[src/rtl/hap_fetch.sv]
// hap_fetch: PC, synchronous imem issue and 2-entry instruction buffer; define FETCH_HALT_EN to halt on a fetched 16'h0000
module hap_fetch #(
  parameter int ADDR_W = 8,
  parameter int DATA_W = 16,
  parameter logic [ADDR_W-1:0] RESET_PC = '0
) (
  input  logic              clk,
  input  logic              rst,
  output logic              imem_en,
  output logic [ADDR_W-1:0] imem_addr,
  input  logic [DATA_W-1:0] imem_rdata,
  output logic [DATA_W-1:0] instr,
  output logic [ADDR_W-1:0] npc,
  output logic              instr_valid,
  input  logic              instr_ready,
  input  logic              br_taken,
  input  logic [ADDR_W-1:0] br_target,
  output logic              halted
);
  typedef enum logic [1:0] {BOOT, RUN, HALTED} state_t;
  state_t state, state_nx;
  logic [ADDR_W-1:0] pc;
  logic inflight, pop, push, zero_push, wsel;
  logic [1:0] count;
  logic [2:0] occ;
  logic [DATA_W-1:0] q_instr [2];
  logic [ADDR_W-1:0] q_npc [2];
  assign imem_addr = pc;
  assign instr = q_instr[0];
  assign npc = q_npc[0];
  assign instr_valid = count != 2'd0;
  always_comb begin
    pop = instr_valid & instr_ready;
    push = inflight & ~br_taken;
    wsel = count > {1'b0, pop};
    occ = {1'b0, count} + {2'b0, inflight} - {2'b0, pop};
    imem_en = (state == RUN) & ~br_taken & (occ < 3'd2);
`ifdef FETCH_HALT_EN
    zero_push = push & (imem_rdata == '0);
    halted = state == HALTED;
`else
    zero_push = 1'b0;
    halted = 1'b0;
`endif
    state_nx = (br_taken || state == BOOT) ? RUN : zero_push ? HALTED : state;
  end
  always_ff @(posedge clk or posedge rst) begin
    if (rst) state <= BOOT;
    else state <= state_nx;
  end
  always_ff @(posedge clk or posedge rst) begin
    if (rst) begin
      pc <= RESET_PC;
      inflight <= 1'b0;
      count <= 2'd0;
      q_instr <= '{'0, '0};
      q_npc <= '{'0, '0};
    end else begin
      inflight <= imem_en;
      pc <= br_taken ? br_target : imem_en ? pc + ADDR_W'(1) : pc;
      count <= br_taken ? 2'd0 : count + {1'b0, push} - {1'b0, pop};
      if (pop) begin
        q_instr[0] <= q_instr[1];
        q_npc[0] <= q_npc[1];
      end
      if (push) begin
        q_instr[wsel] <= imem_rdata;
        q_npc[wsel] <= pc;
      end
    end
  end
endmodule

[config.mk]
export PLATFORM = sky130hd
export DESIGN_NAME = hap_fetch
export DESIGN_NICKNAME = d
export VERILOG_FILES = /design/src/rtl/hap_fetch.sv
export SDC_FILE = /design/constraint.sdc
export NUM_CORES = 1
export LEC_CHECK = 0
export CAP_MARGIN = 5
export CORE_MARGIN = 5
export CORE_UTILIZATION = 40
export DETAILED_ROUTE_END_ITERATION = 8
export MAX_ROUTING_LAYER = met4
export PLACE_DENSITY = 0.71
export SETUP_SLACK_MARGIN = 0.02
export SYNTH_ARGS = -nofsm -noshare
export SYNTH_HDL_FRONTEND = slang
export SYNTH_SLANG_ARGS = --single-unit
[constraint.sdc]
create_clock -name clk -period 4.7 [get_ports clk]
set_input_delay 0.47 -clock clk [delete_from_list [all_inputs] [get_ports clk]]
set_output_delay 0.47 -clock clk [all_outputs]
set_load 0.01 [all_outputs]
==> results of run 1 <==
[how the worst max path moves through the flow]
stage | depth (start not counted) | startpoint | slack [ns] | to
6_report | 10 | instr_ready | 0.90 | imem_en
5_1_grt | 10 | instr_ready | 0.77 | imem_en
4_1_cts | 10 | instr_ready | 0.89 | imem_en
3_5_place_dp | 10 | instr_ready | 0.90 | imem_en
3_3_place_gp | 10 | instr_ready | 0.94 | imem_en
2_1_floorplan | 10 | count[1]$_DFF_PP0_ | 2.01 | imem_en
[area by class of cell]
type	instances	share of cell area, %
clock buffers	9	3.46
clock inverters	5	1.54
inverters	5	0.524
multi-input cells	148	31.2
flip-flops and latches	60	41.9
well taps	99	3.46
repair buffers	65	17.9
[placed cells by master, fill, tap and decap left out, types with 3 or more instances in the layout]
master | netlist | routed
mux2i_1 | 25 | 25
a221o_1 | 3 | 3
dfrtp_1 | 60 | 60
o21ai_0 | 24 | 24
clkdlybuf4s50_1 | 0 | 61
ha_1 | 3 | 3
nand2_1 | 32 | 32
buf_4 | 25 | 4
mux2_2 | 24 | 24
o311ai_0 | 5 | 5
clkbuf_8 | 0 | 9
inv_1 | 4 | 3
nor2_1 | 3 | 3
[power by group]
group	internal (mW)	switching, mW	leakage [nW]
Combinational	0.420	0.337	0.825
Clock	0.237	0.195	0.0870
Sequential	0.688	0.122	0.776
Total	1.34	0.654	1.69
[critical path, cell delays in order]
cell and delay [ns]:
clkdlybuf4s50_1 0.54, o21ai_4 0.08, or2_2 0.31, nand2b_1 0.10, nand2_1 0.07, fa_1 0.40, xor2_2 0.18, or3_1 0.50
inv_2 0.14, clkdlybuf4s50_1 0.54
[cells by family after synthesis]
kind of cell               Yosys count  share of synthesized area, %
DFF                                 60                          52.1
buffers and inverters               43                          9.72
AOI/OAI and AO/OA                   41                          8.72
muxes                               49                          18.0
other                                2                         0.260
adders and majority gates            4                          2.00
and+or+nand+nor                     50                          8.33
xor gates and xnor gates             2                         0.868
[routing by layer]
layer | share of wire [%] | track usage [%] | up-vias
li1 | - | - | 921
met3 | 7.0 | 3.98 | 12
met2 | 44 | 20.7 | 57
met1 | 47 | 17.5 | 935
met5 | 0 | - | -
met4 | 2.0 | 7.45 | 0
[stage by stage]
| stage | hold WS, ns | area [um2] |
|---|---|---|
| 2_1_floorplan | 0.479 | 2880 |
| 3_3_place_gp | 0.485 | 3400 |
| 3_5_place_dp | 0.492 | 3400 |
| 4_1_cts | 0.506 | 3580 |
| 5_1_grt | 0.525 | 3580 |
| 6_report | 0.503 | 3580 |
==> metrics.csv, run 1 <==
stage;metric;value;unit
synth;register area share after synthesis;52.1;%
finish;layout cells sized above 1;18.2;%
timing;Slew Limit Fails;0;
clock_network;Worst-Skew Late Latency;0.33;ns
critical_path;R2R Setup Slk;1.92;ns
placement;dpl hpwl;3750;um
synth;top post-synthesis cells by area;dfrtp_1 52%, mux2_2 9.4%, mux2i_1 8.7%, buf_4 6.5%, o21ai_0 4.2%;
synth;Syn Area/Cell;11.5;um2
floorplan;die height;94.9;um
power_and_ir_drop;Max rail drop VDD;0.000187;V
clock_network;CTS max path bufs;2;
drt;wirelength, routed;5670;um
placement;GP Congestion;0.770;
timing;Slew @ Worst Pin;0.771;ns
job;Max-cap violations;0;
synth;Syn. warnings;0;
global_route;global-route wire length before repair;9430;um
placement;I/O Buffers;61;
critical_path;reg2reg path depth;8;
power_and_ir_drop;power per cell area;558;nW/um2
critical_path;startpoint types;input pin;
drt;Detail Route Antenna Nets;0;
synth;Synth top area share;52.1;%
floorplan;Die X;94.9;um
synth;synth unique cells;36;
global_route;vias in the first global route;1973;
clock_network;Root Buffer;clkbuf_8;
finish;register area;1500;um2
timing;Final TNS setup;0;ns
critical_path;crit path DAT;3.33;ns
floorplan;Core Rows;31;
drt;DRT Pass-1 Iters;4;
finish;non-filler cells, final;391;
global_route;GRT Util Overall;14.0;%
clock_network;setup bufs post-CTS;0;
clock_network;Clock Pin Slew Worst Setup and Hold Paths;0.06;ns
clock_network;Post-CTS Resized;0;
drt;vias per inst;4.92;
floorplan;die area;9010;um2
hold_path;Min-Delay Path Depth;1;
synth;area leader, netlist;dfrtp_1;
synth;cell count after synthesis;251;
power_and_ir_drop;Tot Pwr;2.00;mW
critical_path;Critical R2R Launch;count[1]$_DFF_PP0_;
timing;slew margin rel.;48.6;%
timing;post-route worst setup slack;0.896;ns
finish;fill count;681;
synth;count leader, synth;dfrtp_1;
critical_path;RR Endpoint;imem_addr[7]$_DFFE_PP0P_;
synth;Post-Syn Area;2880;um2
finish;post-layout util;50.2;%
timing;clk_skew;0.00785;ns
critical_path;worst-path maximum fanout;8;
timing;Final Setup Violations;0;
drt;DR vias;1925;
synth;EDFF count, synth;0;
critical_path;Setup CP Type;input pin to output port;
clock_network;H-tree levels;3;
timing;RSZ-0062 raised after global routing;false;
floorplan;# IOs;63;
finish;Multi-input gate area;1120;um2
critical_path;nature of the critical path endpoint;output port;
synth;Async SR Flop Fraction;100;%
clock_network;CTS tree;built;
critical_path;Critical Path RT;4.23;ns
placement;# placed instances;377;
finish;nets;321;
global_route;initial antenna violation count;0;
timing;fmax;0.263;GHz
drt;DRT iter0 DRCs;38;
power_and_ir_drop;static leakage;1.69;nW
clock_network;hold_buf cts;0;
synth;Primary FF master, synth;dfrtp_1;
synth;Yosys reg bits;60;
drt;number of remaining DRC errors;0;
floorplan;Starting Density;40.4;%
timing;post-route minimum period;3.80;ns
run_status;status;finished clean;
timing;period utilization;80.9;%
finish;ant diodes;0;
global_route;GRT overflow;0;
global_route;largest net degree at the start of global routing;61;
clock_network;CTS Buf Count;9;
floorplan;core area;7140;um2
hold_path;Hold WC Path Type;flop to flop;
timing;Hold Violations, Final;0;
placement;dpl ws;0.903;ns
synth;most instantiated cells after synthesis;60 x dfrtp_1, 32 x nand2_1, 25 x buf_4, 25 x mux2i_1;
synth;syn_nets;283;
clock_network;CTS sink count;60;
finish;area delta synth->final;24.2;%
drt;Avg WL per Cell;14.5;um
Power figures use the tool's default switching activity.
==> run 2, diff against run 1 <==
==> constraint.sdc (replaced) <==
create_clock -name clk -period 3.6 [get_ports clk]
set_input_delay 0.36 -clock clk [delete_from_list [all_inputs] [get_ports clk]]
set_output_delay 0.36 -clock clk [all_outputs]
set_load 0.01 [all_outputs]
==> metrics.csv, run 2 (synthesis results as in run 1) <==
stage;metric;value;unit;change
timing;RSZ-0062 raised after global routing;false;;unchanged
timing;Hold Violations, Final;0;;unchanged
critical_path;nature of the critical path endpoint;output port;;unchanged
global_route;initial antenna violation count;0;;unchanged
finish;most frequent cells in the layout;60 x clkdlybuf4s50_1, 59 x dfrtp_1, 32 x nand2_1, 25 x mux2i_1;;was 61 x clkdlybuf4s50_1, 60 x dfrtp_1, 32 x nand2_1, 25 x mux2i_1
global_route;GRT overflow;0;;unchanged
floorplan;die height;94.9;um;unchanged
drt;Detail Route Antenna Nets;0;;unchanged
critical_path;reg2reg path depth;10;;was 8
floorplan;die area;9010;um2;unchanged
critical_path;slowest stage delay, CP;0.53;ns;was 0.54 ns
critical_path;CP Cell Sequence;clkdlybuf4s50_1 -> o21ai_4 -> or2_2 -> nand2b_1 -> nand2_1 -> fa_1 -> xor2_2 -> or3_1 -> inv_2 -> dlymetal6s2s_1;;was clkdlybuf4s50_1 -> o21ai_4 -> or2_2 -> nand2b_1 -> nand2_1 -> fa_1 -> xor2_2 -> or3_1 -> inv_2 -> clkdlybuf4s50_1
power_and_ir_drop;Net Sw Frac;30.8;%;was 32.7%
clock_network;CTS Buf Count;9;;unchanged
placement;I/O Buffers;61;;unchanged
placement;dpl ws;0.143;ns;was 0.903 ns
power_and_ir_drop;Max rail drop VDD;0.000252;V;was 0.000187 V
timing;Slew Limit Fails;0;;unchanged
critical_path;launch point of the worst path;instr_ready;;unchanged
placement;dpl hpwl;3920;um;was 3750 um
global_route;global-route wire length before repair;9330;um;was 9430 um
power_and_ir_drop;Tot Pwr;2.80;mW;was 2.00 mW
finish;Multi-input gate area;1120;um2;unchanged
drt;DRT Pass-1 Iters;4;;unchanged
power_and_ir_drop;clock power share;26.3;%;was 21.6%
finish;ant diodes;0;;unchanged
global_route;vias in the first global route;1962;;was 1973
power_and_ir_drop;power per cell area;761;nW/um2;was 558 nW/um2
floorplan;core area;7140;um2;unchanged
drt;vias per inst;4.88;;was 4.92
clock_network;setup bufs post-CTS;0;;unchanged
critical_path;RR Endpoint;imem_addr[6]$_DFFE_PP0P_;;was imem_addr[7]$_DFFE_PP0P_
timing;post-route minimum period;3.07;ns;
finish;area delta synth->final;27.3;%;was 24.2%
clock_network;CTS sink count;60;;unchanged
hold_path;Hold WC Path Type;input pin to asynchronous set/reset pin;;was flop to flop
clock_network;Worst-Skew Late Latency;0.32;ns;was 0.33 ns
placement;GP Congestion;0.775;;was 0.770
timing;period utilization;85.3;%;
finish;nets;323;;was 321
global_route;GRT Util Overall;13.7;%;was 14.0%
timing;Final Setup Violations;0;;unchanged
critical_path;worst-path maximum fanout;5;;was 8
critical_path;R2R Setup Slk;0.93;ns;was 1.92 ns
floorplan;Starting Density;40.4;%;unchanged
power_and_ir_drop;Net Switching;862;uW;was 654 uW
critical_path;Critical R2R Launch;count[1]$_DFF_PP0_;;unchanged
clock_network;CTS max path bufs;2;;unchanged
clock_network;Root Buffer;clkbuf_8;;unchanged
critical_path;Buffers & Inverters on Critical Path;3;;unchanged
critical_path;startpoint types;input pin;;unchanged
drt;Avg WL per Cell;14.3;um;was 14.5 um
timing;Final TNS setup;0;ns;unchanged
timing;post-route worst setup slack;0.530;ns;was 0.896 ns
timing;clk_skew;0.00692;ns;was 0.00785 ns
floorplan;Die X;94.9;um;unchanged
power_and_ir_drop;Comb pwr share;35.8;%;was 37.9%
floorplan;# IOs;63;;unchanged
power_and_ir_drop;Reg power frac;37.8;%;was 40.5%
clock_network;Clock Pin Slew Worst Setup and Hold Paths;0.07;ns;was 0.06 ns
drt;number of remaining DRC errors;0;;unchanged
timing;Slew @ Worst Pin;0.722;ns;was 0.771 ns
power_and_ir_drop;static leakage;1.75;nW;was 1.69 nW
timing;fmax;0.326;GHz;
finish;commonest non-fill, non-tap cell in the layout;clkdlybuf4s50_1;;unchanged
drt;DR vias;1928;;was 1925
finish;layout cells sized above 1;19.6;%;was 18.2%
finish;fill count;662;;was 681
critical_path;CP top delay family;simple AND/OR/NAND/NOR gates;;was buffers and inverters
critical_path;Critical Path RT;3.24;ns;was 4.23 ns
finish;register area;1500;um2;about the same
job;Max-cap violations;0;;unchanged
global_route;largest net degree at the start of global routing;49;;was 61
clock_network;H-tree levels;3;;unchanged
timing;hold slack;0.477;ns;was 0.503 ns
run_status;status;finished clean;;unchanged
timing;slew margin rel.;51.8;%;was 48.6%
critical_path;Critical-path top delay cell;clkdlybuf4s50_1;;unchanged
clock_network;CTS tree;built;;unchanged
power_and_ir_drop;Internal;1.93;mW;was 1.34 mW
critical_path;Setup CP Type;input pin to output port;;unchanged
drt;DRT iter0 DRCs;35;;was 38
critical_path;crit path DAT;2.71;ns;was 3.33 ns
drt;wirelength, routed;5650;um;was 5670 um
floorplan;Core Rows;31;;unchanged
## run 2: final cells by class
class / instances / area share [%]
clock buffer: 10 / 3.75
clock inverter: 6 / 3.03
inverter: 5 / 0.511
multi-input combinational: 148 / 30.5
sequential: 60 / 40.9
tap: 99 / 3.37
timing repair buffer: 67 / 17.9
## run 2: how the worst max path moves through the flow
stage,end,slack (ns),cells after the start
after floorplan,imem_addr[1]$_DFFE_PP0P_,1.00,12
after global placement,imem_en,0.18,10
after detailed placement,imem_en,0.14,10
after CTS,imem_en,0.07,9
after global routing,imem_en,0.36,10
final,imem_en,0.53,10
## run 2: layer usage
| metal | track usage, % | vias up | part of all wire (%) |
|---|---|---|---|
| met5 | - | - | 0 |
| met4 | 4.69 | 0 | 0.41 |
| met3 | 3.27 | 3 | 5.7 |
| met2 | 21.8 | 59 | 48 |
| met1 | 17.1 | 936 | 46 |
| li1 | - | 930 | - |
## run 2: power groups by stage
stage / logic, mW / registers [mW] / clock network, mW
floorplan: 0.767 / 1.02 / 0
global placement: 0.992 / 1.06 / 0
detailed placement: 1.02 / 1.07 / 0
CTS: 1.02 / 1.06 / 0.753
global route: 1.11 / 1.09 / 0.787
finish: 1.00 / 1.06 / 0.736
## run 2: repair_timing
action | CTS | global route
gates resized for setup | 0 | 2
hold buffers | 0 | 0
endpoints found under the setup margin | 0 | 1
## run 2: per-stage QoR
stage / instance area [um2] / util, % / std cells
floorplan: 2880 / - / 251
global placement: 3420 / 47.9 / 379
detailed placement: 3420 / 47.9 / 379
CTS: 3670 / 51.4 / 395
global route: 3670 / 51.4 / 395
finish: 3670 / 51.4 / 395
==> run 3, diff against run 2 <==
--- a/config.mk
+++ b/config.mk
@@ -12,6 +12,7 @@
 export MAX_ROUTING_LAYER = met4
 export PLACE_DENSITY = 0.71
 export SETUP_SLACK_MARGIN = 0.02
+export SKIP_CTS_REPAIR_TIMING = 1
 export SYNTH_ARGS = -nofsm -noshare
 export SYNTH_HDL_FRONTEND = slang
 export SYNTH_SLANG_ARGS = --single-unit
==> results of run 3 <==
No change in the layout: final DEF, timing and power equal those of run 2.
